===== src/rtl/lc3_mem_pkg.sv =====
// Shared types and constants for the LC-3 memory-port responder.
// Latency: n/a (declarations only).
// Backpressure: n/a (declarations only).
package lc3_mem_pkg;

   // Responder sequencing states
   typedef enum logic [2:0] {
      IDLE    = 3'd0,
      SETUP   = 3'd1,
      ACCESS  = 3'd2,
      DONE    = 3'd3,
      RELEASE = 3'd4
   } mem_state_t;

   // Default address decoded as memory-mapped I/O rather than SRAM
   localparam logic [15:0] IO_ADDR_DEFAULT = 16'hFFFF;

   // Board SRAM address bus width
   localparam int SRAM_AW = 20;

endpackage


===== src/rtl/reg16.sv =====
// 16-bit load-enabled hold register with synchronous active-high reset.
// Latency: q updates on the clock edge where load is high.
// Backpressure: none; q holds its value whenever load is low.
//
// Ports:
//   Clk, Reset  clock and synchronous active-high reset (clears q)
//   load        capture d on the next edge
//   d / q       16-bit data in / held data out
module reg16 (
   input  logic        Clk,
   input  logic        Reset,
   input  logic        load,
   input  logic [15:0] d,
   output logic [15:0] q
);

   always_ff @(posedge Clk) begin
      if (Reset) begin
         q <= '0;
      end else if (load) begin
         q <= d;
      end
   end

endmodule


===== src/rtl/lc3_mem_responder.sv =====
// LC-3 memory-port responder: serves CPU requests from async SRAM or the I/O address.
// Latency: R rises one edge after the FSM enters DONE (E0+1 for I/O, E0+WAIT_CYCLES+2 for SRAM).
// Backpressure: one request at a time; a held MIO_EN parks in RELEASE until it drops.
//
// Ports:
//   Clk, Reset            clock and synchronous active-high reset
//   MIO_EN, R_W, MAR, MDR CPU request (held until R), direction, address, write data
//   MDR_In, R             read data held for the CPU, one-cycle ready pulse
//   Switches, HEX_Data    I/O read source, I/O write target
//   SRAM_*                board SRAM address, data (split in/out + tristate enable), strobes
module lc3_mem_responder
   import lc3_mem_pkg::*;
#(
   parameter int          WAIT_CYCLES = 2,
   parameter logic [15:0] IO_ADDR     = IO_ADDR_DEFAULT
) (
   input  logic               Clk,
   input  logic               Reset,
   input  logic               MIO_EN,
   input  logic               R_W,
   input  logic [15:0]        MAR,
   input  logic [15:0]        MDR,
   output logic [15:0]        MDR_In,
   output logic               R,
   input  logic [15:0]        Switches,
   output logic [15:0]        HEX_Data,
   output logic [SRAM_AW-1:0] SRAM_ADDR,
   output logic [15:0]        SRAM_DQ_O,
   input  logic [15:0]        SRAM_DQ_I,
   output logic               SRAM_DQ_OE,
   output logic               SRAM_CE_N,
   output logic               SRAM_OE_N,
   output logic               SRAM_WE_N,
   output logic               SRAM_UB_N,
   output logic               SRAM_LB_N
);

   localparam int CNT_W = $clog2(WAIT_CYCLES + 1);

   mem_state_t       state_q, state_d;
   logic [CNT_W-1:0] cnt_q, cnt_d;

   // Request captured at acceptance so the CPU side may change afterwards
   logic [15:0] addr_q;
   logic [15:0] data_q;
   logic        wr_q;
   logic        io_q;

   // Next values for the registered outputs, decoded from the current state
   logic r_d, ce_n_d, oe_n_d, we_n_d, bank_n_d, dq_oe_d;

   logic        mdr_load;
   logic        hex_load;
   logic [15:0] mdr_next;

   // ---------------- state / request registers ----------------
   always_ff @(posedge Clk) begin
      if (Reset) begin
         state_q <= IDLE;
         cnt_q   <= '0;
         addr_q  <= '0;
         data_q  <= '0;
         wr_q    <= 1'b0;
         io_q    <= 1'b0;
      end else begin
         state_q <= state_d;
         cnt_q   <= cnt_d;
         if (state_q == IDLE && MIO_EN) begin
            addr_q <= MAR;
            data_q <= MDR;
            wr_q   <= R_W;
            io_q   <= (MAR == IO_ADDR);
         end
      end
   end

   // ---------------- next state and output decode ----------------
   always_comb begin
      state_d  = state_q;
      cnt_d    = cnt_q;
      r_d      = 1'b0;
      ce_n_d   = 1'b1;
      oe_n_d   = 1'b1;
      we_n_d   = 1'b1;
      bank_n_d = 1'b1;
      dq_oe_d  = 1'b0;

      unique case (state_q)
         IDLE: begin
            if (MIO_EN) begin
               state_d = (MAR == IO_ADDR) ? DONE : SETUP;
            end
         end
         SETUP: begin
            ce_n_d   = 1'b0;
            bank_n_d = 1'b0;
            dq_oe_d  = wr_q;
            cnt_d    = CNT_W'(WAIT_CYCLES);
            state_d  = ACCESS;
         end
         ACCESS: begin
            ce_n_d   = 1'b0;
            bank_n_d = 1'b0;
            // Exactly one of OE_N/WE_N is low; the bus is only driven on writes
            oe_n_d   = wr_q;
            we_n_d   = ~wr_q;
            dq_oe_d  = wr_q;
            if (cnt_q == CNT_W'(1)) begin
               state_d = DONE;
            end else begin
               cnt_d = cnt_q - CNT_W'(1);
            end
         end
         DONE: begin
            r_d     = 1'b1;
            // Keep driving write data one cycle past WE_N rising for hold time
            dq_oe_d = wr_q & ~io_q;
            state_d = RELEASE;
         end
         RELEASE: begin
            // A request still held after R must not trigger a second access
            if (!MIO_EN) begin
               state_d = IDLE;
            end
         end
         default: state_d = IDLE;
      endcase
   end

   // ---------------- registered outputs ----------------
   // Every pin lags the state by one edge, so the edge that leaves the last
   // strobe cycle (state DONE) is also the edge that samples read data.
   always_ff @(posedge Clk) begin
      if (Reset) begin
         R          <= 1'b0;
         SRAM_CE_N  <= 1'b1;
         SRAM_OE_N  <= 1'b1;
         SRAM_WE_N  <= 1'b1;
         SRAM_UB_N  <= 1'b1;
         SRAM_LB_N  <= 1'b1;
         SRAM_DQ_OE <= 1'b0;
         SRAM_ADDR  <= '0;
         SRAM_DQ_O  <= '0;
      end else begin
         R          <= r_d;
         SRAM_CE_N  <= ce_n_d;
         SRAM_OE_N  <= oe_n_d;
         SRAM_WE_N  <= we_n_d;
         SRAM_UB_N  <= bank_n_d;
         SRAM_LB_N  <= bank_n_d;
         SRAM_DQ_OE <= dq_oe_d;
         if (state_q == SETUP) begin
            SRAM_ADDR <= {{(SRAM_AW - 16){1'b0}}, addr_q};
            if (wr_q) begin
               SRAM_DQ_O <= data_q;
            end
         end
      end
   end

   // ---------------- CPU-visible hold registers ----------------
   assign mdr_load = (state_q == DONE) && !wr_q;
   assign mdr_next = io_q ? Switches : SRAM_DQ_I;
   assign hex_load = (state_q == DONE) && wr_q && io_q;

   reg16 u_mdr_in (
      .Clk   (Clk),
      .Reset (Reset),
      .load  (mdr_load),
      .d     (mdr_next),
      .q     (MDR_In)
   );

   reg16 u_hex (
      .Clk   (Clk),
      .Reset (Reset),
      .load  (hex_load),
      .d     (data_q),
      .q     (HEX_Data)
   );

endmodule

===== config.mk =====
export PLATFORM = sky130hd
export DESIGN_NAME = lc3_mem_responder
export DESIGN_NICKNAME = d
export VERILOG_FILES = /design/src/rtl/lc3_mem_pkg.sv /design/src/rtl/reg16.sv /design/src/rtl/lc3_mem_responder.sv
export SDC_FILE = /design/constraint.sdc
export NUM_CORES = 1
export LEC_CHECK = 0
export ABC_AREA = 0
export BUFFER_PORTS_ARGS = -buffer_cell sky130_fd_sc_hd__buf_2
export CAP_MARGIN = 10
export CORE_MARGIN = 2
export CORE_UTILIZATION = 25
export CTS_CLUSTER_SIZE = 25
export DETAILED_ROUTE_END_ITERATION = 6
export GPL_ROUTABILITY_DRIVEN = 0
export HOLD_SLACK_MARGIN = 0.02
export SYNTH_ARGS = -nofsm -noshare
export SYNTH_HDL_FRONTEND = slang
export SYNTH_SLANG_ARGS = --single-unit

===== constraint.sdc =====
create_clock -name Clk -period 2.6 [get_ports Clk]
set_input_delay 0.52 -clock Clk [delete_from_list [all_inputs] [get_ports Clk]]
set_output_delay 0.52 -clock Clk [all_outputs]
set_load 0.03 [all_outputs]

Word-level counts from Yosys, hierarchy flattened:

Cells that the tools add are included.

* flip-flop bits (word level): 108
* latch bits: 0
* RAM bits: 0
* bits in read-only memories: 0
* output and inout bits: 75
* memories: 0

* $add $sub $neg: 1
* multipliers: 0
* divide/modulo/power cells: 0
* $lt $le $gt $ge: 0
* equality and inequality tests: 10
* shift-type cells: 0
* mux-type cells: 11
* bitwise operators: 4
* reductions and logical operators: 12

Operators by type and width (count)
* $eq A16 B16 Y1 const B: 1
* $mux W16: 1
* $pmux W3 S5: 1
* $mux W3: 3
* $ne A2 B2 Y1 const B: 4
* $eq A3 B2 Y1 const B: 2
* $logic_and A1 B1 Y1: 4
* $mux W2: 2
* $pmux W2 S2: 1
* $reduce_and A2 Y1: 2
* $reduce_or A2 Y1: 2
* $eq A3 B1 Y1 const B: 1
* $eq A3 B3 Y1 const B: 1
* $logic_not A3 Y1: 1
* $not A1 Y1: 3
* $reduce_and A3 Y1: 1
* $eq A2 B1 Y1 const B: 1
* $mux W1: 2
* $pmux W1 S2: 1
* $reduce_bool A2 Y1: 1
* $sub A2 B1 Y2 const B: 1
* $and A1 B1 Y1: 1
* $logic_not A1 Y1: 1

Logic depth before layout (Yosys ltp):

Gate-level depths: netlist of run 1.

* depth in word-level cells: 4
* depth in mapped cells: 6
* gate-level depth less buffers: 5

Hierarchy:

From an unflattened synthesis of run 1, not the netlist that was laid out.

* cells, all modules: 474
* area, all modules: 4244.1 um2

Modules (own cells, without submodules)
* lc3_mem_responder: times used 1, cells an instance 370, area each 3083.0 um2, sequential area each 1521.5 um2
* reg16: times used 2, cells an instance 52, area each 580.6 um2, sequential area each 320.3 um2

Worst setup path after synthesis of run 1:

Ideal clock, no wire load.

* path kind: input to register
* from: input Reset
* to: register SRAM_ADDR[0]
* library setup time: 132 ps
* arrival time: 1369 ps
* slack: 1099 ps
* stages on the path: 4
* buffers on the path: 3
* cell sequence: clkbuf_1 -> clkbuf_1 -> clkbuf_1 -> a21oi_1

RTL lines
* start, declared: RTL line lc3_mem_responder.sv:18 `input logic Reset,`
* end signal, assigned: RTL line lc3_mem_responder.sv:153 `SRAM_ADDR <= {{(SRAM_AW - 16){1'b0}}, addr_q};`
* end, declared: RTL line lc3_mem_responder.sv:27 `output logic [SRAM_AW-1:0] SRAM_ADDR,`

No word-level cell between the ends.

Final worst setup path of run 1:

* from: register state_q[1]
* to: register u_hex.q[14]

* longest elaborated chain between the ends: 3

Ends and longest elaborated chain
* start, declared: RTL line lc3_mem_responder.sv:40 `mem_state_t state_q, state_d;`
* start signal, assigned: RTL line lc3_mem_responder.sv:66 `state_q <= state_d;`
* $eq A3 B2 Y1: RTL line lc3_mem_responder.sv:164 `assign hex_load = (state_q == DONE) && wr_q && io_q;`
* $logic_and A1 B1 Y1 (2 in series): RTL line lc3_mem_responder.sv:164
* end signal, assigned: RTL line reg16.sv:19 `q <= '0;`
* end signal, assigned: RTL line reg16.sv:21 `q <= d;`
* end, declared: RTL line reg16.sv:14 `output logic [15:0] q`

No other way between the ends.
A chain may end at the register's enable or synchronous reset.

==> summary.md, run 1 <==
| Metric | Value |
|---|---|
| Status | finished, final reports clean |
| Final setup violation count | 0 |
| Total gr overflow | 0 |
| Die area | 18000 um2 |
| Worst-path clk slew | around 0.07 ns |
| Post-synthesis xor/xnor area fraction | 0.207% |
| Yosys synthesis warning count | 0 |
| Core footprint | 16600 um2 |
| Area of the mapped netlist | 4230 um2 |
| Post-synthesis simple-gate area fraction | 21.1% |
| Antenna violations before repair | 1 |
| Library cells used by synthesis | 38 |
| Drt first pass iters | 4 |
| Max FO, Critical Path | 19 |
| Share of cells above drive strength 1 | 27.4% |
| Peak VDD IR | ~310 uV |
| Normalized max-slew margin | 52.6% |
| Fin nets | 678 |
| Setup ws final | 0.715 ns |
| Number of fillers in the final layout | 1793 |
| Min Clock Period, post-route | 1.88 ns |
| CTS Buf Count | 9 |
| WP data arrival | 2.17 ns |
| Total Neg Setup Slack | 0 ns |
| # rows | 47 |
| Pwr per Cell Area | 648 nW/um2 |
| # Post-CTS Setup Buffers | 0 |
| Slew @ Worst Pin | 0.709 ns |
| CTS tree | built |
| WL per Instance | ~14 um |
| Max-cap viol count | 0 |
| FF-to-FF path depth | 3 |
| Placed wire-length estimate | 7.89 mm |
| Root Buffer | clkbuf_16 |
| Sequential fraction of the synthesis area | about half |
| Longest Clk Path Bufs | 2 |
| Critical-path cell list | and4b_1 > nand3_1 > a21oi_1 |
| Clk Latency, worst-skew pair | 0.35 ns |
| Setup Slack @ Placement | about 0.73 ns |
| Initial drt markers | between 150 and 200 |
| Vias in the first global route | 3327 |
| Post-cts resize count | 0 |
| Fmax | 0.531 GHz |
| First-pass GRT wire length | 17.8 mm |
| Post-DRT Antenna Nets | 0 |
| Critical path type | reg2reg |
| Crit path max-delay cell type | dfxtp_1 |
| Synthesis-to-finish area growth | 24.3% |
| Post-Route WL | about 12 mm |
| Complex-gate fraction of the synthesized area | 16.0% |
| Die span in x | 134 um |
| Ys flop type | dfxtp_1 |
| Residual DRC count | 0 |
| Startpoint types | flip-flop |
| Via count | 3703 |
| CTS H-tree lvls | 3 |
| CTS sink count | around 110 |
| Final Cycle Share | 72.5% |
| Clock skew | just under 0.009 ns |
| Synth Area in Adders | 0.296% |
| Worst path max stage delay | 0.78 ns |
| CP Data Required Time | 2.88 ns |
| Post-synth EDFFs | 0 |
| Final-report hold violation count | 0 |
| Hold Path Stages | 3 |
| Hold Crit Class | in2reg |
| Critical Path Sink Type | flip-flop |
| Initial core utilization | 25.5% |
| RSZ-0062 raised after global routing | no |
| Port bufs | 138 |
| # IOs | roughly 140 |
| Leak | 2.07 nW |
| Slew Limit Fails | 0 |
| Seq cells post-synth | approximately 110 |
| Largest net degree at the start of global routing | 45 |
| Total power | 3.41 mW |
| Post-Synthesis Cells | 499 |
| CTS Hold Bufs | 0 |
| Mux cell area share after synthesis | between 4 and 5% |
| Vias/cell | ~4.4 |
| Asr flop ratio synth | 0% |
| Syn_area_per_cell | 8.49 um2 |
| GR Util All Layers | 12.8% |
| Largest family of logic cells by synthesized area | simple AND/OR/NAND/NOR gates |
| Die Y | 134 um |
## power breakdown
part	leakage, nW	internal, mW	total, mW	switching, mW
clock	0.124	0.644	1.26	0.614
combinational	1.07	0.138	0.374	0.237
sequential	0.877	1.72	1.78	0.0585
total	2.07	2.50	3.41	0.909
## layout by cell type, fill, tap and decap left out, types with 9 or more instances in the layout
cell type,instances
nand2_1,132
nor2_1,19
buf_4,9
dfxtp_1,107
a21oi_1,82
o21ai_0,18
buf_2,137
nand3_1,16
mux2i_1,17
clkbuf_16,9
a211oi_1,17
## through the flow
step | util (%) | instance area (um2) | instances | hold slack, ns
floorplan | - | 4250 | 502 | 0.430
global placement | 30.1 | 4990 | 818 | 0.439
detailed placement | 30.1 | 4990 | 818 | 0.442
CTS | 31.7 | 5260 | 833 | 0.390
global route | 31.7 | 5260 | 833 | 0.397
finish | 31.7 | 5260 | 834 | 0.398
## path summary, 6_finish.rpt
kind / slack (ns) / from / endpoint
worst min register to register: 0.45 / SRAM_DQ_O[15] / SRAM_DQ_O[15]
worst max register to register: 0.72 / state_q[1] / u_hex.q[14]
worst min-delay path: 0.40 / MDR[8] / data_q[8]
worst max-delay path: 0.72 / state_q[1] / u_hex.q[14]
## critical path: cells and delay by family (launching register included)
family | cells | cell delay (ns)
DFF | 1 | 0.78
and+or+nand+nor | 2 | 0.87
AOI/OAI and AO/OA | 1 | 0.16
## cells in the mapped netlist, types with 2 or more instances
library cell	number	area [um2]
nor4b_1	2	17.5
inv_1	3	11.3
nor2_1	19	71.3
o21a_1	2	15.0
clkbuf_2	2	10.0
nand3_1	16	80.1
buf_4	12	90.1
buf_2	12	60.1
nand2_1	132	495
mux2i_1	17	170
nor2b_1	3	18.8
nand4_1	4	25.0
nor4_1	3	18.8
clkbuf_1	17	63.8
nor3b_1	2	15.0
buf_6	6	67.6
nor3_1	2	10.0
dfxtp_1	108	2160
o21bai_1	2	15.0
nand2b_1	2	12.5
o21ai_0	18	90.1
nand4bb_1	2	22.5
a21oi_1	82	410
a211oi_1	17	128
## sequential cells by signal, summed over array words and instances (netlist names), 2 cells and up
register    cells
state_q         3
u_mdr_in.q     16
SRAM_DQ_O      16
cnt_q           2
addr_q         16
u_hex.q        16
data_q         16
SRAM_ADDR      16
## cell families after synthesis
logic type,Yosys count
DFF,108
buffers and inverters,53
other,1
and+or+nand+nor,195
AOI/OAI and AO/OA,123
adders and majority gates,1
xor gates and xnor gates,1
muxes,17
## per-layer routing
layer	part of all wire, %	track usage, %	vias to the layer above
met5	0	0	-
met4	2.6	6.43	0
met3	8.7	4.27	21
met2	42	19.0	126
met1	47	16.7	1660
li1	-	-	1896
## area by class of cell
cell class / instances / area, um2 / area share, %
Sequential cell: 108 / 2160 / 41.1
Multi-Input combinational cell: 341 / 1790 / 34.0
Timing Repair Buffer: 146 / 753 / 14.3
Tap cell: 220 / 275 / 5.23
Clock buffer: 9 / 225 / 4.28
Clock inverter: 6 / 41.3 / 0.784
Inverter: 3 / 11.3 / 0.214
Antenna cell: 1 / 2.50 / 0.0475
No activity file was read; power rests on OpenSTA's default activity.
==> inputs of run 2 (changes only) <==
Clock period 2.6 ns to 1.6 ns, I/O delays scaled along.
==> summary.md, run 2 (synthesis results as in run 1) <==
| Metric | Value |
|---|---|
| Post-layout instance area | 5470 um2 |
| Multi-input logic area | between 1500 and 2000 um2 |
| Switch Pwr | 1.55 mW |
| Fmax | 0.682 GHz |
| M2 GR Usage | 19.9% |
| Hold Crit Class | in2reg |
| Logic pwr share | 11.3% |
| Slew @ Worst Pin | 0.555 ns |
| Port bufs | 138 |
| Core footprint | 16600 um2 |
| GR Util All Layers | 12.9% |
| Worst setup endpoint | u_mdr_in.q[8] |
| Total power | ~6 mW |
| WP data arrival | 1.73 ns |
| Final setup violation count | 0 |
| CP Data Required Time | 1.86 ns |
| Final Cycle Share | 91.6% |
| Internal power | between 4 and 5 mW |
| First-pass GRT wire length | roughly 18 mm |
| Startpoint types | flip-flop |
| Status | finished, final reports clean |
| CTS sink count | 108 |
| Longest Clk Path Bufs | 2 |
| Critical path type | reg2reg |
| CP Buf/Inv Count | 1 |
| Via count | ~3800 |
| Clock skew | around 0.0074 ns |
| Post-DRT Antenna Nets | 0 |
| Vias/cell | about 4.4 |
| Max FO, Critical Path | 32 |
| Leak | 2.19 nW |
| Area post-placement | 5140 um2 |
| Leading cell type in the layout, fill and taps excluded | buf_2 |
| CTS tree | built |
| # rows | 47 |
| Largest net degree at the start of global routing | 34 |
| Slew Limit Fails | 0 |
| Worst path max stage delay | 0.48 ns |
| Sw frac | 25.9% |
| # Post-CTS Setup Buffers | 0 |
| Met1 track demand over resource | 17.0% |
| Drt first pass iters | 4 |
| CTS H-tree lvls | 3 |
| FF-to-FF Start | state_q[1] |
| Number of fillers in the final layout | 1794 |
| Min Clock Period, post-route | approximately 1.5 ns |
| Synthesis-to-finish area growth | 29.1% |
| Instance count on the critical path | 4 |
| Antenna violations before repair | 0 |
| Busiest grt layer | met2 |
| Placed wire-length estimate | 8.11 mm |
| Max-cap viol count | 0 |
| Crit path max-delay cell type | dfxtp_1 |
| Post-cts resize count | 0 |
| Delay-heaviest family, CP | flip-flops |
| Initial drt markers | between 150 and 200 |
| Die area | 18000 um2 |
| Die span in x | 134 um |
| Peak VDD IR | 470 uV |
| # diodes | 0 |
| Critical-path cell list | nor4bb_4 > buf_12 > nor2_1 > a211oi_1 |
| Worst-path clk slew | 0.07 ns |
| Total gr overflow | 0 |
| Root Buffer | clkbuf_16 |
| FF-to-FF path depth | 4 |
| # IOs | 143 |
| Residual DRC count | 0 |
| Reg-to-reg setup timing slack | 0.13 ns |
| Vias in the first global route | between 3000 and 4000 |
| Crit path launch | state_q[1] |
| Share of cells above drive strength 1 | 29.3% |
| Pwr per Cell Area | 1100 nW/um2 |
| Critical Path Sink Type | flip-flop |
| Commonest cells after routing, fill and taps aside | 137 x buf_2, 132 x nand2_1, 107 x dfxtp_1 |
| FF-to-FF End | u_mdr_in.q[8] |
| Die Y | 134 um |
| Flip-flop and latch area | 2160 um2 |
| Final-report hold violation count | 0 |
| WL per Instance | 13.8 um |
| Initial core utilization | between 20% and 30% |
| RSZ-0062 raised after global routing | no |
| Total Neg Setup Slack | 0 ns |
| CTS Buf Count | 9 |
| Clock share of power | roughly 40% |
| Fin nets | 693 |
| Clk Latency, worst-skew pair | 0.35 ns |
| CTS Hold Bufs | 0 |
| Post-Route WL | roughly 12 mm |
| GRT met3 Usage | 3.48% |
| Reg power frac | roughly 48% |
| Normalized max-slew margin | between 60% and 70% |
[run 2: changes by cell type in the layout (fill, tap and decap cells not counted)]
cell and change:
buf_4 +12, buf_12 +3, bufinv_16 +2, clkinv_2 -1, clkinvlp_4 -1, diode_2 -1, inv_6 +1
[run 2: worst min-delay path, delay by kind of cell]
kind	cells	cell delay (ns)
buf+inv	1	0.10
simple gates	1	0.04
compound gates	1	0.05
[run 2: power groups by stage]
stage / registers (mW) / logic, mW / clock network [mW]
2_1_floorplan: 2.97 / 0.422 / 0
3_3_place_gp: 2.93 / 0.683 / 0
3_5_place_dp: 2.93 / 0.687 / 0
6_report: 2.87 / 0.681 / 2.45
5_1_grt: 2.89 / 0.752 / 2.62
4_1_cts: 2.87 / 0.689 / 2.52
[run 2: layout make-up]
type	instances	share of cell area, %
sequential	108	39.6
multi-input combinational	341	32.8
timing repair buffer	161	16.5
tap	220	5.03
clock buffer	9	4.12
clock inverter	7	1.78
inverter	3	0.206
[run 2: how the worst min path moves through the flow]
stage / from / end / slack [ns] / cells past startpoint
4_1_cts: MDR[0] / data_q[0] / 0.19 / 3
5_1_grt: MDR[2] / data_q[2] / 0.20 / 3
6_report: MDR[0] / data_q[0] / 0.20 / 3
3_3_place_gp: addr_q[11] / SRAM_ADDR[11] / 0.44 / 2
3_5_place_dp: SRAM_DQ_O[0] / SRAM_DQ_O[0] / 0.44 / 2
2_1_floorplan: wr_q / SRAM_WE_N / 0.43 / 1
[run 2: per-stage QoR]
step                      utilization (%)  hold slack (ns)  setup WS (ns)  cells
after floorplan                         -            0.430          0.162    502
after global placement               31.0            0.439          0.120    833
after detailed placement             31.0            0.444          0.139    833
after CTS                            33.0            0.187          0.124    849
after global routing                 33.0            0.197        0.00567    849
final                                33.0            0.204          0.134    849
[run 2: layer usage]
metal | vias up | share of wire (%) | routed length [um]
met4 | 0 | 1.8 | 210
met1 | 1698 | 48 | 5660
met2 | 117 | 44 | 5100
met3 | 17 | 6.3 | 739
met5 | - | 0 | 0
li1 | 1927 | - | -
